### config.mk
export PLATFORM = sky130hd
export DESIGN_NAME = muller_c_seq
export DESIGN_NICKNAME = d
export VERILOG_FILES = /design/src/rtl/muller_c_seq.sv
export SDC_FILE = /design/constraint.sdc
export NUM_CORES = 1
export LEC_CHECK = 0
export BUFFER_PORTS_ARGS = -buffer_cell sky130_fd_sc_hd__buf_2
export CELL_PAD_IN_SITES_DETAIL_PLACEMENT = 2
export CELL_PAD_IN_SITES_GLOBAL_PLACEMENT = 2
export CORE_MARGIN = 10
export CORE_UTILIZATION = 39
export CTS_CLUSTER_SIZE = 10
export DETAILED_ROUTE_END_ITERATION = 10
export GPL_TIMING_DRIVEN = 0
export PLACE_DENSITY = 0.87
export SKIP_CTS_REPAIR_TIMING = 1
export SYNTH_ARGS = -nofsm -noshare
export SYNTH_HDL_FRONTEND = slang
export SYNTH_SLANG_ARGS = --single-unit
export TNS_END_PERCENT = 10
### constraint.sdc
create_clock -name clock -period 2.42 [get_ports clock]
set_input_delay 0.121 -clock clock [delete_from_list [all_inputs] [get_ports clock]]
set_output_delay 0.121 -clock clock [all_outputs]
set_load 0.03 [all_outputs]
### src/rtl/muller_c_seq.sv
// Four-phase handshake sequencer exercising an external Muller C-element; c_out is 2-flop synchronized.
// Optional hold check enabled by defining MULLER_SEQ_HOLD_CHECK_EN (aborts with err_code=10).
module muller_c_seq #(
    parameter int SKEW    = 2,
    parameter int TIMEOUT = 15
) (
    input  logic       clock,
    input  logic       reset_n,
    input  logic       start,
    input  logic [7:0] num_cycles,
    output logic       c_a,
    output logic       c_b,
    input  logic       c_out,
    output logic       busy,
    output logic       done,
    output logic [1:0] err_code,
    output logic [7:0] cycle_cnt
);

    typedef enum logic [2:0] {IDLE, A_UP, WAIT_HI, A_DN, WAIT_LO} state_t;

    localparam logic [7:0] SKEW_M1    = 8'(SKEW - 1);
    localparam logic [7:0] TIMEOUT_M1 = 8'(TIMEOUT - 1);
    localparam logic [1:0] ERR_NONE   = 2'b00;
    localparam logic [1:0] ERR_TMO    = 2'b01;
`ifdef MULLER_SEQ_HOLD_CHECK_EN
    localparam logic [1:0] ERR_HOLD   = 2'b10;
`endif

    state_t     state, state_n;
    logic       c_meta, c_sync;
    logic [7:0] tmr, tmr_n;
    logic [7:0] target, target_n;
    logic [7:0] cnt_n;
    logic [1:0] err_n;
    logic       done_n;

    always_ff @(posedge clock or negedge reset_n) begin
        if (!reset_n) begin
            c_meta    <= 1'b0;
            c_sync    <= 1'b0;
            state     <= IDLE;
            tmr       <= 8'd0;
            target    <= 8'd0;
            cycle_cnt <= 8'd0;
            err_code  <= ERR_NONE;
            done      <= 1'b0;
        end else begin
            c_meta    <= c_out;
            c_sync    <= c_meta;
            state     <= state_n;
            tmr       <= tmr_n;
            target    <= target_n;
            cycle_cnt <= cnt_n;
            err_code  <= err_n;
            done      <= done_n;
        end
    end

    always_comb begin
        state_n  = state;
        tmr_n    = tmr + 8'd1;
        target_n = target;
        cnt_n    = cycle_cnt;
        err_n    = err_code;
        done_n   = 1'b0;
        c_a      = 1'b0;
        c_b      = 1'b0;
        busy     = 1'b1;
        case (state)
            IDLE: begin
                busy  = 1'b0;
                tmr_n = 8'd0;
                if (start) begin
                    target_n = num_cycles;
                    cnt_n    = 8'd0;
                    err_n    = ERR_NONE;
                    if (num_cycles == 8'd0) done_n  = 1'b1;
                    else                    state_n = A_UP;
                end
            end
            A_UP: begin
                c_a = 1'b1;
                if (tmr == SKEW_M1) begin
                    state_n = WAIT_HI;
                    tmr_n   = 8'd0;
                end
`ifdef MULLER_SEQ_HOLD_CHECK_EN
                // first two clocks cover synchronizer latency of the previous phase
                if (tmr >= 8'd2 && c_sync) begin
                    state_n = IDLE;
                    tmr_n   = 8'd0;
                    err_n   = ERR_HOLD;
                end
`endif
            end
            WAIT_HI: begin
                c_a = 1'b1;
                c_b = 1'b1;
                if (c_sync) begin
                    state_n = A_DN;
                    tmr_n   = 8'd0;
                end else if (tmr == TIMEOUT_M1) begin
                    state_n = IDLE;
                    tmr_n   = 8'd0;
                    err_n   = ERR_TMO;
                end
            end
            A_DN: begin
                c_b = 1'b1;
                if (tmr == SKEW_M1) begin
                    state_n = WAIT_LO;
                    tmr_n   = 8'd0;
                end
`ifdef MULLER_SEQ_HOLD_CHECK_EN
                if (tmr >= 8'd2 && !c_sync) begin
                    state_n = IDLE;
                    tmr_n   = 8'd0;
                    err_n   = ERR_HOLD;
                end
`endif
            end
            WAIT_LO: begin
                if (!c_sync) begin
                    cnt_n = cycle_cnt + 8'd1;
                    tmr_n = 8'd0;
                    if (cnt_n == target) begin
                        done_n  = 1'b1;
                        state_n = IDLE;
                    end else begin
                        state_n = A_UP;
                    end
                end else if (tmr == TIMEOUT_M1) begin
                    state_n = IDLE;
                    tmr_n   = 8'd0;
                    err_n   = ERR_TMO;
                end
            end
            default: begin
                state_n = IDLE;
                tmr_n   = 8'd0;
            end
        endcase
    end

endmodule

==> results of run 1 <==
-- report_power, final --
part	total (mW)	switching [mW]	leakage, nW	internal, mW
registers	0.786	0.135	0.403	0.651
clock network	0.408	0.207	0.0412	0.201
logic	1.06	0.649	0.490	0.411
total	2.25	0.991	0.934	1.26
-- final timing paths --
| kind | from | to | slack (ns) |
|---|---|---|---|
| max reg2reg | cycle_cnt[0] | done | 0.19 |
| max in group asynchronous | reset_n | target[7] | 1.54 |
| min | num_cycles[7] | target[7] | 0.08 |
| max | cycle_cnt[0] | done | 0.19 |
| min in group asynchronous | reset_n | tmr[7] | 0.41 |
| min reg2reg | c_meta | c_sync | 0.35 |
-- synthesized netlist by cell type (3+ instances only) --
library cell,count
a22o_1,3
buf_4,4
buf_6,3
dfrtp_1,31
ha_1,4
inv_1,4
mux2_2,8
nand2_1,7
nand2b_1,4
nand3_1,4
nor2_1,18
nor2b_1,6
nor3b_2,3
nor4_1,3
o21ai_0,3
o21ai_1,8
o31ai_1,4
xnor2_1,8
xor2_1,7
-- state kept, by name (all words and copies together) (netlist names) --
name / count
tmr: 8
state: 3
target: 8
c_sync: 1
err_code: 1
cycle_cnt: 8
done: 1
c_meta: 1
-- cell families after synthesis --
kind of cell / Yosys count / synth area share [%]
buffers and inverters: 15 / 5.348
AND/OR/NAND/NOR: 64 / 22.75
multiplexers: 9 / 5.417
AO/OA/AOI/OAI: 33 / 13.61
adder cells (fa/ha/maj): 4 / 2.708
flip-flops: 31 / 41.98
other: 1 / 0.2029
XOR/XNOR: 16 / 7.990
-- cell type report --
cell class | instances | area [um2]
sequential | 31 | 775.7
tap | 52 | 65.06
multi-input combinational | 127 | 973.4
buffer | 11 | 83.83
timing repair buffer | 26 | 140.1
inverter | 4 | 15.01
clock buffer | 6 | 72.57
fill | 468 | 2336
clock inverter | 2 | 12.51
-- worst reg2reg max path: cells and delay by family (launching register included) --
| family | cells | cell delay [ns] |
|---|---|---|
| AND/OR/NAND/NOR | 2 | 0.48 |
| flip-flops | 1 | 0.50 |
| AO/OA/AOI/OAI | 3 | 0.80 |
| adder cells (fa/ha/maj) | 1 | 0.39 |
-- routing by layer --
layer,global-route usage (%),routed length (um),up-vias
met4,7.342,187,0
met5,0,0,-
met2,28.59,3036,28
met1,15.62,2177,759
li1,-,-,681
met3,3.493,198,14
-- metrics by stage --
stage               utilization (%)  setup slack, ns  cells  instance area, um2  hold WS (ns)
global placement              45.44           0.4536    249                2033        0.2020
detailed placement            45.44           0.4460    249                2033        0.2248
global route                  47.79           0.1244    259                2138       0.08294
CTS                           47.34           0.2319    257                2118      -0.09882
floorplan                         -           0.5895    173                1848       -0.1746
finish                        47.79           0.1925    259                2138       0.08484
==> flow_summary.yaml, run 1 <==
logic_synthesis:
  synth-edff-count: 0
  synth_top_area_share_pct: 41.98
  syn_inst: 173
  avgSynthCellArea_um2: 10.68
  yosysSeqAreaShare_pct: 41.98
  synth_cell_types: 53
  ys_warn_count: 0
  synthFlopType: "dfrtp_1"
  netlist_top_cells_area: "dfrtp_1 (42%), mux2_2 (4.9%), xnor2_1 (3.8%), nor2_1 (3.7%), xor2_1 (3.3%)"
  synth.ff_latch_count: 31
  synth.net_count: 189
  syn-cell-area_mm2: 0.001848
  synth_top_cell_by_area: "dfrtp_1"
  ys_async_sr_fraction_pct: 100.0
run:
  maxCapViolations: 0
setup_path:
  cp_top_family: "compound AO/OA/AOI/OAI gates"
  r2r_cells: 6
  cp-start-kind: "flop"
  critPathSlowestCell: "dfrtp_1"
  endpoint_kind: "flop"
  cp.arrival_ns: 2.45
  cpPeakStageDelay_ns: 0.50
  critical_path_buf_inv_count: 0
  cp.required_ns: 2.65
  worstPathCellList: "ha_1, nand3_1, nor3b_2, o21ai_1, a2111oi_2, a22o_1"
  cp.depth: 6
  worstSetupPathType: "reg2reg"
  cp_max_fo: 7
route:
  drt-total-wl_um: 5599
  first_iter_violations: 69
  ant_nets: 0
  drc: 0
  vias: 1482
  drt-pass1-iter-count: 4
  vias_per_cell: 5.722
  wl_per_cell_um: 21.62
floorplanning:
  die_w_um: 88.84
  io_pins: 26
  coreArea_mm2: 0.004474
  num_rows: 24
  die_area_mm2: 0.007892
  fp.dieH_um: 88.84
  start_util_pct: 41.30
hold_path:
  hold_path.class: "in2reg"
  whs_path_depth: 2
global_routing:
  first_global_vias: 1694
  antenna_found_initial: 0
  grt_max_degree: 32
  grt_usage_pct: 15.29
  grt_overflow: 0
  grt_pass1_wl_um: 9059
layout:
  syn_to_final_growth_pct: 15.71
  num_antenna_cells: 0
  layout_commonest_cell: "dfrtp_1"
  layout_common_cells: "dfrtp_1 (31), buf_2 (25), nor2_1 (18)"
  fin_nets: 222
  layout-drive-gt1-share_pct: 30.43
cts:
  clk_pin_slew_ns: 0.07
  cts_buffers: 5
  h-tree-depth: 2
  clock-root-buffer: "clkbuf_8"
  clk_path_buf_depth: 2
  tritoncts: "yes"
  insertion_delay_ns: 0.29
  clkSinkCount: 31
pwr:
  ir_drop_mv: 0.4056
  total_power_mw: 2.253
  leakagePower_nw: 0.9338
  power.density_mw_per_mm2: 1054
sta:
  worstMarginPinSlew_ns: 0.7101
  rsz0062_at_grt: "no"
  slew_violations: 0
  fin_crit_ns: 2.227
  hold_viol_final: 0
  max_freq_ghz: 0.4489
  finClkSkew_ns: 0.01006
  slew_headroom_pct: 52.66
  setup_tns_ns: 0
  period_share_pct: 92.04
  setup_viol: 0
placed_design:
  hpwl_um: 3840
  place.gp.congestion: 0.8505
  io_buffers: 24
outcome:
  status: "complete, no violations"
Power figures use the tool's default switching activity.
==> run 2: changes to the inputs <==
--- a/config.mk
+++ b/config.mk
@@ -11,5 +11,5 @@
 export CORE_MARGIN = 10
 export CORE_UTILIZATION = 39
-export CTS_CLUSTER_SIZE = 10
+export CTS_CLUSTER_SIZE = 28
 export DETAILED_ROUTE_END_ITERATION = 10
 export GPL_TIMING_DRIVEN = 0
==> constraint.sdc (replaced) <==
create_clock -name clock -period 2.42 [get_ports clock]
set_input_delay 0.242 -clock clock [delete_from_list [all_inputs] [get_ports clock]]
set_output_delay 0.242 -clock clock [all_outputs]
set_load 0.03 [all_outputs]
==> run 2 against run 1 <==
Compared with the run above:
- the run now ends with negative hold slack left
- combinational power barely moved
- critical path depth did not move
- via count fell by 1.6%
- wire length fell by 0.41%
- worst hold slack got worse by 0.087 ns
- first-iteration DRC count fell by 8.7%
- clock power barely moved
- critical endpoint unchanged
- cell count fell by 0.77%
- maximum frequency rose by 0.54%
- design area fell by 0.94%
- power fell by 0.19%
- worst setup slack improved by 0.012 ns
==> flow_summary.yaml, run 2 (synthesis results as in run 1) <==
outcome:
  status: "finished with violations"
  violations: "negative hold slack"
placed_design:
  io_buffers: 24
  place_area_mm2: 0.002033
  hpwl_um: 3840
  place.gp.congestion: 0.8505
floorplanning:
  fp.dieH_um: 88.84
  coreArea_mm2: 0.004474
  num_rows: 24
  die_area_mm2: 0.007892
  io_pins: 26
  start_util_pct: 41.30
  die_w_um: 88.84
sta:
  fin_crit_ns: 2.216
  slew_violations: 0
  whs_ns: -0.002566
  finClkSkew_ns: 0.009838
  setup_tns_ns: 0
  setup_viol: 0
  rsz0062_at_grt: "no"
  max_freq_ghz: 0.4513
  slew_headroom_pct: 52.74
  worstMarginPinSlew_ns: 0.7089
  period_share_pct: 91.55
  hold_viol_final: 5
cts:
  h-tree-depth: 2
  clkSinkCount: 31
  clk_pin_slew_ns: 0.07
  tritoncts: "yes"
  clock-root-buffer: "clkbuf_8"
  insertion_delay_ns: 0.29
  clk_path_buf_depth: 2
  cts_buffers: 5
pwr:
  total_power_mw: 2.249
  ir_drop_mv: 0.4047
  power.density_mw_per_mm2: 1062
  leakagePower_nw: 0.9255
route:
  first_iter_violations: 63
  drt-total-wl_um: 5576
  vias_per_cell: 5.677
  wl_per_cell_um: 21.70
  drc: 0
  ant_nets: 0
  vias: 1459
  drt-pass1-iter-count: 4
layout:
  num_antenna_cells: 0
  layout-drive-gt1-share_pct: 30.73
  fin_nets: 220
  layout_common_cells: "dfrtp_1 (31), buf_2 (25), nor2_1 (18)"
  layout_commonest_cell: "dfrtp_1"
  syn_to_final_growth_pct: 14.62
  reg_top3: "cycle_cnt (8), target (8), tmr (8)"
  final_cell_area_mm2: 0.002118
global_routing:
  grt_pass1_wl_um: 9059
  grt_overflow: 0
  grt_usage_pct: 15.29
  grt_max_degree: 32
  antenna_found_initial: 0
  first_global_vias: 1694
setup_path:
  cp.arrival_ns: 2.44
  r2r_cells: 6
  endpoint_kind: "flop"
  cp_max_fo: 7
  cp-start-kind: "flop"
  critPathLaunch: "cycle_cnt[0]"
  worstSetupPathType: "reg2reg"
  cp.required_ns: 2.65
  reg2reg_from: "cycle_cnt[0]"
run:
  maxCapViolations: 0
hold_path:
  hold_path.class: "in2async"
run 2: cell count changes in the layout (fill, tap and decap cells not counted):
cell,previous run,this run
dlygate4sd3_1,2,0
run 2: cell type report:
| class | count | area, um2 |
|---|---|---|
| Fill cell | 470 | 2356 |
| Inverter | 4 | 15.01 |
| Timing Repair Buffer | 24 | 120.1 |
| Buffer | 11 | 83.83 |
| Clock buffer | 6 | 72.57 |
| Multi-Input combinational cell | 127 | 973.4 |
| Sequential cell | 31 | 775.7 |
| Clock inverter | 2 | 12.51 |
| Tap cell | 52 | 65.06 |
run 2: routing by layer:
layer	vias up	share of wire, %	track usage [%]
met1	742	39	15.62
met4	0	3.4	7.342
met5	-	0	0
li1	677	-	-
met2	26	54	28.59
met3	14	3.3	3.493
run 2: power breakdown:
part / switching, mW / leakage (nW) / total, mW / internal, mW
sequential: 0.135 / 0.403 / 0.785 / 0.651
clock: 0.205 / 0.0412 / 0.406 / 0.201
combinational: 0.649 / 0.482 / 1.06 / 0.409
total: 0.989 / 0.925 / 2.25 / 1.26
run 2: critical path: stages, from the launching register on:
cell and delay (ns):
dfrtp_1 0.50, ha_1 0.39, nand3_1 0.22, nor3b_2 0.26
o21ai_1 0.12, a2111oi_2 0.45, a22o_1 0.20
run 2: final timing paths:
check / endpoint / slack (ns)
worst max-delay path: done / 0.20
worst min-delay path: tmr[7] / -0.003
worst max register to register: done / 0.20
worst min register to register: c_sync / 0.35
max in group asynchronous: target[7] / 1.96
min in group clock: c_meta / 0.06
run 2: metrics by stage:
step | worst slack, ns | utilization [%] | instances
3_3_place_gp | 0.4536 | 45.44 | 249
2_1_floorplan | 0.5895 | - | 173
4_1_cts | 0.2319 | 47.34 | 257
6_report | 0.2044 | 47.34 | 257
3_5_place_dp | 0.4460 | 45.44 | 249
5_1_grt | 0.1244 | 47.34 | 257
==> run 3: changes to the inputs <==
Settings changed: GPL_TIMING_DRIVEN 0 to default.
==> run 3 against run 2 <==
Compared with the run above:
- the flow still finishes with violations (negative hold slack)
- power is 5.2% higher
- sequential share of layout area is 0.39 points higher
- global-route usage is 0.061 points lower
- largest cell class unchanged
- worst setup slack better by 0.28 ns
==> flow_summary.yaml, run 3 (synthesis results as in run 1) <==
floorplanning:
  num_rows: 24
  coreArea_mm2: 0.004474
  die_area_mm2: 0.007892
  fp.dieH_um: 88.84
  start_util_pct: 41.30
  die_w_um: 88.84
  io_pins: 26
layout:
  layout-drive-gt1-share_pct: 29.95
  n_fill_cell: 477
  final_core_util_pct: 46.84
  num_antenna_cells: 0
  stdcell_count: 249
  fin_nets: 212
  layout_commonest_cell: "dfrtp_1"
  reg_top3: "cycle_cnt (8), target (8), tmr (8)"
  seq_area_um2: 775.7
  layout_common_cells: "dfrtp_1 (31), buf_2 (24), nor2_1 (18)"
  syn_to_final_growth_pct: 13.41
  multiInputGateArea_um2: 979.7
cts:
  clk_path_buf_depth: 2
  insertion_delay_ns: 0.30
  clock-root-buffer: "clkbuf_8"
  tritoncts: "yes"
  clkSinkCount: 31
  clk_pin_slew_ns: 0.08
  h-tree-depth: 2
  cts_buffers: 5
global_routing:
  grt_max_degree: 32
  antenna_found_initial: 0
  grt_usage_pct: 15.23
  grt_overflow: 0
  grt_pass1_wl_um: 9163
  first_global_vias: 1639
setup_path:
  cp.arrival_ns: 2.09
  cp_max_fo: 12
  cp-start-kind: "flop"
  endpoint_kind: "flop"
  worstSetupPathType: "reg2reg"
  cp.required_ns: 2.58
route:
  ant_nets: 0
  wl_per_cell_um: 22.09
  vias_per_cell: 5.655
  drt-pass1-iter-count: 4
  vias: 1408
  drc: 0
  drt-total-wl_um: 5500
  first_iter_violations: 38
sta:
  slew_violations: 0
  hold_viol_final: 8
  setup_viol: 0
  period_share_pct: 79.80
  whs_ns: -0.007553
  fin_crit_ns: 1.931
  rsz0062_at_grt: "no"
  setup_tns_ns: 0
  max_freq_ghz: 0.5178
  slew_headroom_pct: 52.23
  worstMarginPinSlew_ns: 0.7165
  finClkSkew_ns: 0.01184
placed_design:
  place.gp.congestion: 0.8213
  io_buffers: 24
  hpwl_um: 3920
  dpl.cell_count: 241
pwr:
  power.density_mw_per_mm2: 1129
  leakagePower_nw: 0.9129
  ir_drop_mv: 0.3749
outcome:
  status: "finished with violations"
  violations: "negative hold slack"
hold_path:
  hold_path.class: "in2async"
run:
  maxCapViolations: 0
-- run 3: cell count changes in the layout (fill, tap and decap cells not counted), sizes merged --
cell,delta
clkbuf,-3
buf,-5
clkinvlp,-1
bufinv,+1
-- run 3: worst paths after layout --
path / from / endpoint / slack [ns] / depth (start not counted)
min: reset_n / cycle_cnt[3] / -0.008 / 1
max: state[2] / cycle_cnt[4] / 0.49 / 5
max reg2reg: state[2] / cycle_cnt[4] / 0.49 / 5
max in group asynchronous: reset_n / err_code[0] / 1.96 / 1
min in group clock: c_out / c_meta / 0.05 / 1
min reg2reg: c_meta / c_sync / 0.36 / 0
-- run 3: layout make-up --
class | instances | share of cell area (%)
timing repair buffer | 27 | 6.806
inverter | 4 | 0.7164
clock buffer | 6 | 3.940
tap | 52 | 3.104
multi-input combinational | 127 | 46.75
sequential | 31 | 37.01
clock inverter | 2 | 1.672
-- run 3: worst max-delay path, stage by stage (launching register included) --
cell and delay (ns):
dfrtp_1 0.58, nor3b_2 0.41, nand2b_1 0.24, nor2b_2 0.28, o21ai_1 0.18, o31ai_1 0.12
-- run 3: per-stage QoR --
stage,power [mW],hold slack [ns],area (um2),worst slack (ns)
final,2.366,-0.007553,2096,0.4887
after global routing,2.517,0.03633,2096,0.3046
after CTS,2.390,0.01009,2096,0.4590
after detailed placement,1.813,0.3327,1978,0.5190
after global placement,1.732,0.3172,1978,0.6406
after floorplan,1.526,-0.05359,1848,0.5895
-- run 3: power by group --
| part | switching [mW] | leakage (nW) | internal, mW |
|---|---|---|---|
| Sequential | 0.182 | 0.403 | 0.650 |
| Combinational | 0.590 | 0.449 | 0.402 |
| Clock | 0.208 | 0.0612 | 0.333 |
| Total | 0.980 | 0.913 | 1.39 |
-- run 3: per-layer routing --
layer / share of wire (%) / up-vias / GRT usage (%) / wire [um]
met5: 0 / - / 0 / 0
met4: 1.5 / 0 / 5.286 / 85
met3: 4.4 / 8 / 4.044 / 242
met2: 50 / 28 / 25.86 / 2765
met1: 44 / 709 / 18.10 / 2407
li1: - / 663 / - / -
